===== src/rtl/uart_fifo_pkg.sv =====
// uart_fifo_pkg: shared FIFO pointer widths and Gray/binary helpers for the UART FIFO controllers
package uart_fifo_pkg;
   localparam int FIFO_ADDR_W = 4;
   localparam int PTR_W = FIFO_ADDR_W + 1;

   function automatic logic [PTR_W-1:0] bin2gray(input logic [PTR_W-1:0] b);
      return b ^ (b >> 1);
   endfunction

   function automatic logic [PTR_W-1:0] gray2bin(input logic [PTR_W-1:0] g);
      logic [PTR_W-1:0] b;
      b[PTR_W-1] = g[PTR_W-1];
      for (int i = PTR_W - 2; i >= 0; i--) b[i] = b[i+1] ^ g[i];
      return b;
   endfunction
endpackage


===== src/rtl/gray_to_bin_n.sv =====
// gray_to_bin_n: combinational Gray-to-binary conversion, each bit the XOR of all Gray bits at or above it
module gray_to_bin_n #(
   parameter int n = 5
) (
   input  logic [n-1:0] i_gray,
   output logic [n-1:0] o_bin
);
   for (genvar i = 0; i < n; i++) begin : g_bit
      assign o_bin[i] = ^i_gray[n-1:i];
   end
endmodule


===== src/rtl/uart_fifo_wptr_ctl.sv =====
// uart_fifo_wptr_ctl: write-side pointer, RAM write strobe/address and registered Gray pointer,
// with full/almost-full/level/overflow status derived from the synchronized read Gray pointer
module uart_fifo_wptr_ctl
   import uart_fifo_pkg::*;
#(
   parameter int ADDR_W    = FIFO_ADDR_W,
   parameter int AF_MARGIN = 2
) (
   input  logic              i_clk,
   input  logic              i_rst_n,
   input  logic              i_wr_req,
   input  logic [ADDR_W:0]   i_rd_gptr_sync,
   input  logic              i_ovf_clr,
   output logic              o_wr_en,
   output logic [ADDR_W-1:0] o_wr_addr,
   output logic [ADDR_W:0]   o_wr_gptr,
   output logic              o_full,
   output logic              o_almost_full,
   output logic [ADDR_W:0]   o_wr_level,
   output logic              o_overflow
);
   localparam int PW = ADDR_W + 1;
   localparam logic [PW-1:0] AF_TH = PW'((1 << ADDR_W) - AF_MARGIN);

   logic [PW-1:0] r_wbin, r_wgray, r_level;
   logic          r_full, r_af, r_ovf;
   logic          w_accept;
   logic [PW-1:0] w_wbin_n, w_wgray_n, w_rbin, w_level_n, w_rgray_full;

   gray_to_bin_n #(.n(PW)) u_rd_g2b (
      .i_gray (i_rd_gptr_sync),
      .o_bin  (w_rbin)
   );

   assign w_accept  = i_wr_req & ~r_full & i_rst_n;
   assign w_wbin_n  = r_wbin + PW'(w_accept);
   assign w_wgray_n = w_wbin_n ^ (w_wbin_n >> 1);
   assign w_level_n = w_wbin_n - w_rbin;
   // Full means the write pointer is exactly one lap ahead: in Gray code that flips the top two bits
   assign w_rgray_full = {~i_rd_gptr_sync[ADDR_W:ADDR_W-1], i_rd_gptr_sync[ADDR_W-2:0]};

   always_ff @(posedge i_clk) begin
      if (!i_rst_n) begin
         r_wbin  <= '0;
         r_wgray <= '0;
         r_level <= '0;
         r_full  <= 1'b0;
         r_af    <= 1'b0;
         r_ovf   <= 1'b0;
      end else begin
         r_wbin  <= w_wbin_n;
         r_wgray <= w_wgray_n;
         r_level <= w_level_n;
         r_full  <= (w_wgray_n == w_rgray_full);
         r_af    <= (w_level_n >= AF_TH);
         r_ovf   <= (i_wr_req & r_full) | (r_ovf & ~i_ovf_clr);
      end
   end

   assign o_wr_en       = w_accept;
   assign o_wr_addr     = r_wbin[ADDR_W-1:0];
   assign o_wr_gptr     = r_wgray;
   assign o_full        = r_full;
   assign o_almost_full = r_af;
   assign o_wr_level    = r_level;
   assign o_overflow    = r_ovf;
endmodule


===== config.mk =====
export PLATFORM = sky130hd
export DESIGN_NAME = uart_fifo_wptr_ctl
export DESIGN_NICKNAME = d
export VERILOG_FILES = /design/src/rtl/uart_fifo_pkg.sv /design/src/rtl/gray_to_bin_n.sv /design/src/rtl/uart_fifo_wptr_ctl.sv
export SDC_FILE = /design/constraint.sdc
export NUM_CORES = 1
export LEC_CHECK = 0
export BUFFER_PORTS_ARGS = -buffer_cell sky130_fd_sc_hd__buf_2
export CORE_MARGIN = 10
export CORE_UTILIZATION = 48
export CTS_CLUSTER_DIAMETER = 120
export DETAILED_ROUTE_END_ITERATION = 16
export GPL_ROUTABILITY_DRIVEN = 0
export PLACE_DENSITY = 0.75
export SYNTH_ARGS = -nofsm -noshare
export SYNTH_HDL_FRONTEND = slang
export SYNTH_SLANG_ARGS = --single-unit

===== constraint.sdc =====
create_clock -name i_clk -period 3.1 [get_ports i_clk]
set_input_delay 0.31 -clock i_clk [delete_from_list [all_inputs] [get_ports i_clk]]
set_output_delay 0.31 -clock i_clk [all_outputs]
set_load 0.1 [all_outputs]

**After elaboration in Yosys (flattened, before gate mapping)**

Index checks and enable logic that the tools add are counted.

- Input port bits: 9
- ROM bits: 0
- Word-level logic and storage cells: 23
- RAM bits: 0
- Bits in latches: 0
- Register bits after elaboration: 18
- Memories: 0
- Output and inout bits: 18

- Multipliers: 0
- Equal/unequal tests: 1
- Reductions and logical operators: 4
- $add $sub $neg: 2
- Magnitude comparators: 1
- Divide/modulo/power cells: 0
- Shift operators: 0
- Mux-type cells: 0
- Bitwise operators: 9

Operator list:

| kind | count |
|---|---|
| $add A5 B1 Y5 | 1 |
| $eq A5 B5 Y1 | 1 |
| $ge A5 B4 Y1 const B | 1 |
| $reduce_xor A5 Y1 | 1 |
| $sub A5 B5 Y5 | 1 |
| $xor A5 B4 Y5 | 1 |
| $and A1 B1 Y1 | 4 |
| $reduce_xor A4 Y1 | 1 |
| $reduce_xor A3 Y1 | 1 |
| $not A1 Y1 | 2 |
| $not A2 Y2 | 1 |
| $reduce_xor A2 Y1 | 1 |
| $or A1 B1 Y1 | 1 |

**Logic depth before layout (Yosys ltp)**

- Depth after elaboration: 6
- Depth in mapped cells: 11
- Depth with buffers taken out: 11

**Hierarchy**

From an unflattened synthesis, not the netlist that was laid out.

- Cell total of the unflattened synthesis: 84
- Area, all modules: 909.6 um2

Modules (own cells, without submodules):

| module | area an instance (um2) | cells an instance | instances | seq. area each (um2) |
|---|---|---|---|---|
| uart_fifo_wptr_ctl | 837.1 | 78 | 1 | 340.3 |
| gray_to_bin_n | 72.6 | 6 | 1 | 0.0 |

**Worst setup path before layout**

No wires, ideal clock.

- Path kind: reg2reg
- From: register r_full (netlist: o_full)
- To: register r_af (netlist: o_almost_full)
- Buffers on the path: 0
- Period minus slack after synthesis: 3.994 ns
- Cell stages (with the launch flop): 11
- Required time: 2.983 ns
- Arrival: 3.877 ns
- Setup time: 0.117 ns
- Setup slack: -0.894 ns
- Cell sequence: dfxtp_1 -> nor2_1 -> ha_1 -> nand3_1 -> xor2_2 -> inv_1 -> ha_1 -> a21oi_1 -> o21ai_2 -> xnor2_1 -> a22o_1

- Word-level cells in the longest chain between the ends: 6

Ends and longest elaborated chain:

| item | RTL line | text |
|---|---|---|
| start, declared | uart_fifo_wptr_ctl.sv:26 | `logic r_full, r_af, r_ovf;` |
| start signal, assigned | uart_fifo_wptr_ctl.sv:54 | `r_full <= (w_wgray_n == w_rgray_full);` |
| $not A1 Y1 | uart_fifo_wptr_ctl.sv:35 | `assign w_accept = i_wr_req & ~r_full & i_rst_n;` |
| $and A1 B1 Y1 (2 in series) | uart_fifo_wptr_ctl.sv:35 |  |
| net o_wr_en | uart_fifo_wptr_ctl.sv:14 | `output logic o_wr_en,` |
| $add A5 B1 Y5 | uart_fifo_wptr_ctl.sv:36 | `assign w_wbin_n = r_wbin + PW'(w_accept);` |
| net w_wbin_n[3] | uart_fifo_wptr_ctl.sv:28 | `logic [PW-1:0] w_wbin_n, w_wgray_n, w_rbin, w_level_n, w_rgray_full;` |
| $sub A5 B5 Y5 | uart_fifo_wptr_ctl.sv:38 | `assign w_level_n = w_wbin_n - w_rbin;` |
| $ge A5 B4 Y1 | uart_fifo_wptr_ctl.sv:55 | `r_af <= (w_level_n >= AF_TH);` |
| end signal, assigned | uart_fifo_wptr_ctl.sv:55 |  |
| end, declared | uart_fifo_wptr_ctl.sv:26 |  |

The timed path passes the listed nets, and every way through them passes these cells.
A chain may end at the register's enable or synchronous reset.

**Worst setup path after layout**

- From: register r_full (netlist: o_full)
- To: register r_af (netlist: o_almost_full)

- Word-level cells in the longest chain between the ends: 6

Ends and longest elaborated chain:

| item | RTL line |
|---|---|
| $not A1 Y1 | uart_fifo_wptr_ctl.sv:35 |
| $and A1 B1 Y1 (2 in series) | uart_fifo_wptr_ctl.sv:35 |
| $add A5 B1 Y5 | uart_fifo_wptr_ctl.sv:36 |
| net w_wbin_n[1] | uart_fifo_wptr_ctl.sv:28 |
| $sub A5 B5 Y5 | uart_fifo_wptr_ctl.sv:38 |
| $ge A5 B4 Y1 | uart_fifo_wptr_ctl.sv:55 |

The timed path passes the listed nets, and every way through them passes these cells.

==> results.sh <==
export IMPL_antenna_found_initial=0
export IMPL_firstDrtPassIters=5
export IMPL_final_cells=140
export IMPL_dp_hpwl_um=1460
export IMPL_hold_buffers=0
export IMPL_hold_viol=0
export IMPL_clock_sinks=17
export IMPL_cp_required_ns=3.28
export IMPL_timing_fmax_mhz=417
export IMPL_vias=645
export IMPL_core_mm2=0.00173
export IMPL_rsz0062_at_grt="false"
export IMPL_clockBufferDepth=2
export IMPL_end_kind="register"
export IMPL_ys_seq_area_share_pct=38.7
export IMPL_grt_pass1_wl_um=2950
export IMPL_drt_total_wl_um=1750
export IMPL_post_cts_setup_buffers=0
export IMPL_h_tree_depth=1
export IMPL_synth_area_leaders="dfxtp_1 39%, ha_1 8.5%, xor2_1 8.0%"
export IMPL_period_share_pct=77.4
export IMPL_slowest_delay_ns=0.46
export IMPL_finalSetupTns_ns=0
export IMPL_syn_num_nets=102
export IMPL_track_usage_pct=9.22
export IMPL_cp_cell_sequence="nor2_4 > ha_1 > ha_1 > inv_1 > fa_1 > nand2b_1 > o21ai_2 > xnor2_1 > a22o_1"
export IMPL_layout_nets=132
export IMPL_slew_headroom_pct=67.0
export IMPL_tightest_slew_ns=0.498
export IMPL_leakage_nw=0.528
export IMPL_die_w_um=62.8
export IMPL_die_y_um=62.8
export IMPL_synth_flop_cell="dfxtp_1"
export IMPL_cp_start_kind="register"
export IMPL_crit_path_max_fanout=7
export IMPL_clock_latency_ns=0.28
export IMPL_cts_resized=0
export IMPL_diodes=0
export IMPL_ys_warnings_count=0
export IMPL_yosys_area_top_type="dfxtp_1"
export IMPL_area_growth_syn_to_layout_pct=21.9
export IMPL_grt_pass1_vias=678
export IMPL_final_util_pct=62.0
export IMPL_yosysTopAreaCellShare_pct=38.7
export IMPL_layout_commonest_cell="buf_2"
export IMPL_cts_root_buf="clkbuf_4"
export IMPL_fin_skew_ns=0.000875
export IMPL_num_io_pins=27
export IMPL_min_path_type="input port to register"
export IMPL_io_buffers=26
export IMPL_power_total_mw=0.652
export IMPL_cpMaxStageDelayCell="fa_1"
export IMPL_outcome="finished, final reports clean"
export IMPL_final_max_slew_viol_count=0
export IMPL_critPathArrivalTime_ns=2.58
export IMPL_routed_via_density=4.61
export IMPL_grt_max_degree=14
export IMPL_rows=15
export IMPL_setup_viol=0
export IMPL_drt_iter0_drc=10
export IMPL_dieArea_mm2=0.00394
export IMPL_synth_edf_count=0
export IMPL_critical_path_class="register to register"
export IMPL_maxCapViolations=0
export IMPL_clk_pin_slew_worst_paths_ns=0.09
export IMPL_path_common_cell="ha_1"
export IMPL_start_util_pct=50.9
export IMPL_syn_instance_count=86
export IMPL_final_cell_mix="26 x buf_2, 16 x dfxtp_1, 11 x nor2_1, 8 x xor2_1, 7 x xnor2_1"
export IMPL_dp_cells=136
export IMPL_wl_per_cell_um=12.5
export IMPL_drc_errors=0
export IMPL_pwr_density_cell_mw_per_mm2=608
export IMPL_cts_buffers=3
export IMPL_drive_gt1_share_pct=33.9
export IMPL_synth_avg_cell_area_um2=10.2
export IMPL_async_reset_ff_share_pct=0
export IMPL_fin_crit_ns=2.40
export IMPL_synth_cell_type_count=25
export IMPL_gr_total_overflow=0
export IMPL_cts_tree="yes"
export IMPL_ir_worst_vdd_mv=0.324
export IMPL_synth_seq_cells=17
export IMPL_whs_ns=0.279
export IMPL_syn_cell_area_um2=878
export IMPL_ant_nets=0
layout make-up:
type / instances / area [um^2]
fillers: 156 / 656
multi-input cells: 63 / 523
inverters: 5 / 18.8
flip-flops and latches: 17 / 342
well taps: 25 / 31.3
repair buffers: 26 / 130
clock buffers: 4 / 26.3
critical path: cells and delay by family (launching register included):
kind / cells / cell delay, ns
AOI/OAI and AO/OA: 2 / 0.38
xor gates and xnor gates: 1 / 0.11
adders and majority gates: 3 / 1.10
buffers and inverters: 1 / 0.13
DFF: 1 / 0.36
and+or+nand+nor: 2 / 0.21
where the power goes:
group	switching, mW	internal (mW)
clock network	0.0622	0.0499
logic	0.227	0.0679
registers	0.00493	0.239
total	0.294	0.357
cells in the mapped netlist (2+ instances only):
library cell,instances
nand2b_1,3
inv_1,5
and2_2,2
dfxtp_1,17
a21oi_1,3
and2_1,4
nor2_1,12
nor3_1,2
xnor2_1,7
nand2_1,2
ha_1,6
nand3_1,3
xor2_1,8
per-stage QoR:
stage	setup slack (ns)	cell area, um^2
floorplan	0.223	887
global placement	0.479	1040
detailed placement	0.398	1040
CTS	0.703	1070
global route	0.552	1070
finish	0.701	1070
kinds of logic (layout without fill, tap and decap cells):
group	after synthesis	in the layout	synth area share (%)
fa+ha+maj	7	7	10.8
mux	1	1	1.14
buf+inv	6	35	2.56
flops	17	17	38.7
compound gates	7	7	5.98
xor+xnor	19	19	24.5
simple gates	29	29	16.2
final timing paths:
check             start       endpoint  slack (ns)  cells past startpoint
max reg2reg      o_full  o_almost_full        0.70                      9
min reg2reg  o_overflow     o_overflow        0.47                      2
max              o_full  o_almost_full        0.70                      9
min           i_ovf_clr     o_overflow        0.28                      3
flip-flops by register name (all words and copies together) (netlist names):
signal and count:
o_wr_level 5, r_wbin 5, o_overflow 1, o_wr_gptr 4
o_full 1, o_almost_full 1
metal layers:
layer  part of all wire [%]  routed length, um  track usage, %
met1                     44                772            10.2
met2                     51                894            14.7
met5                      0                  0               0
met3                    4.8                 85            2.33
met4                      0                  0            6.98
No activity file was read; power rests on OpenSTA's default activity.
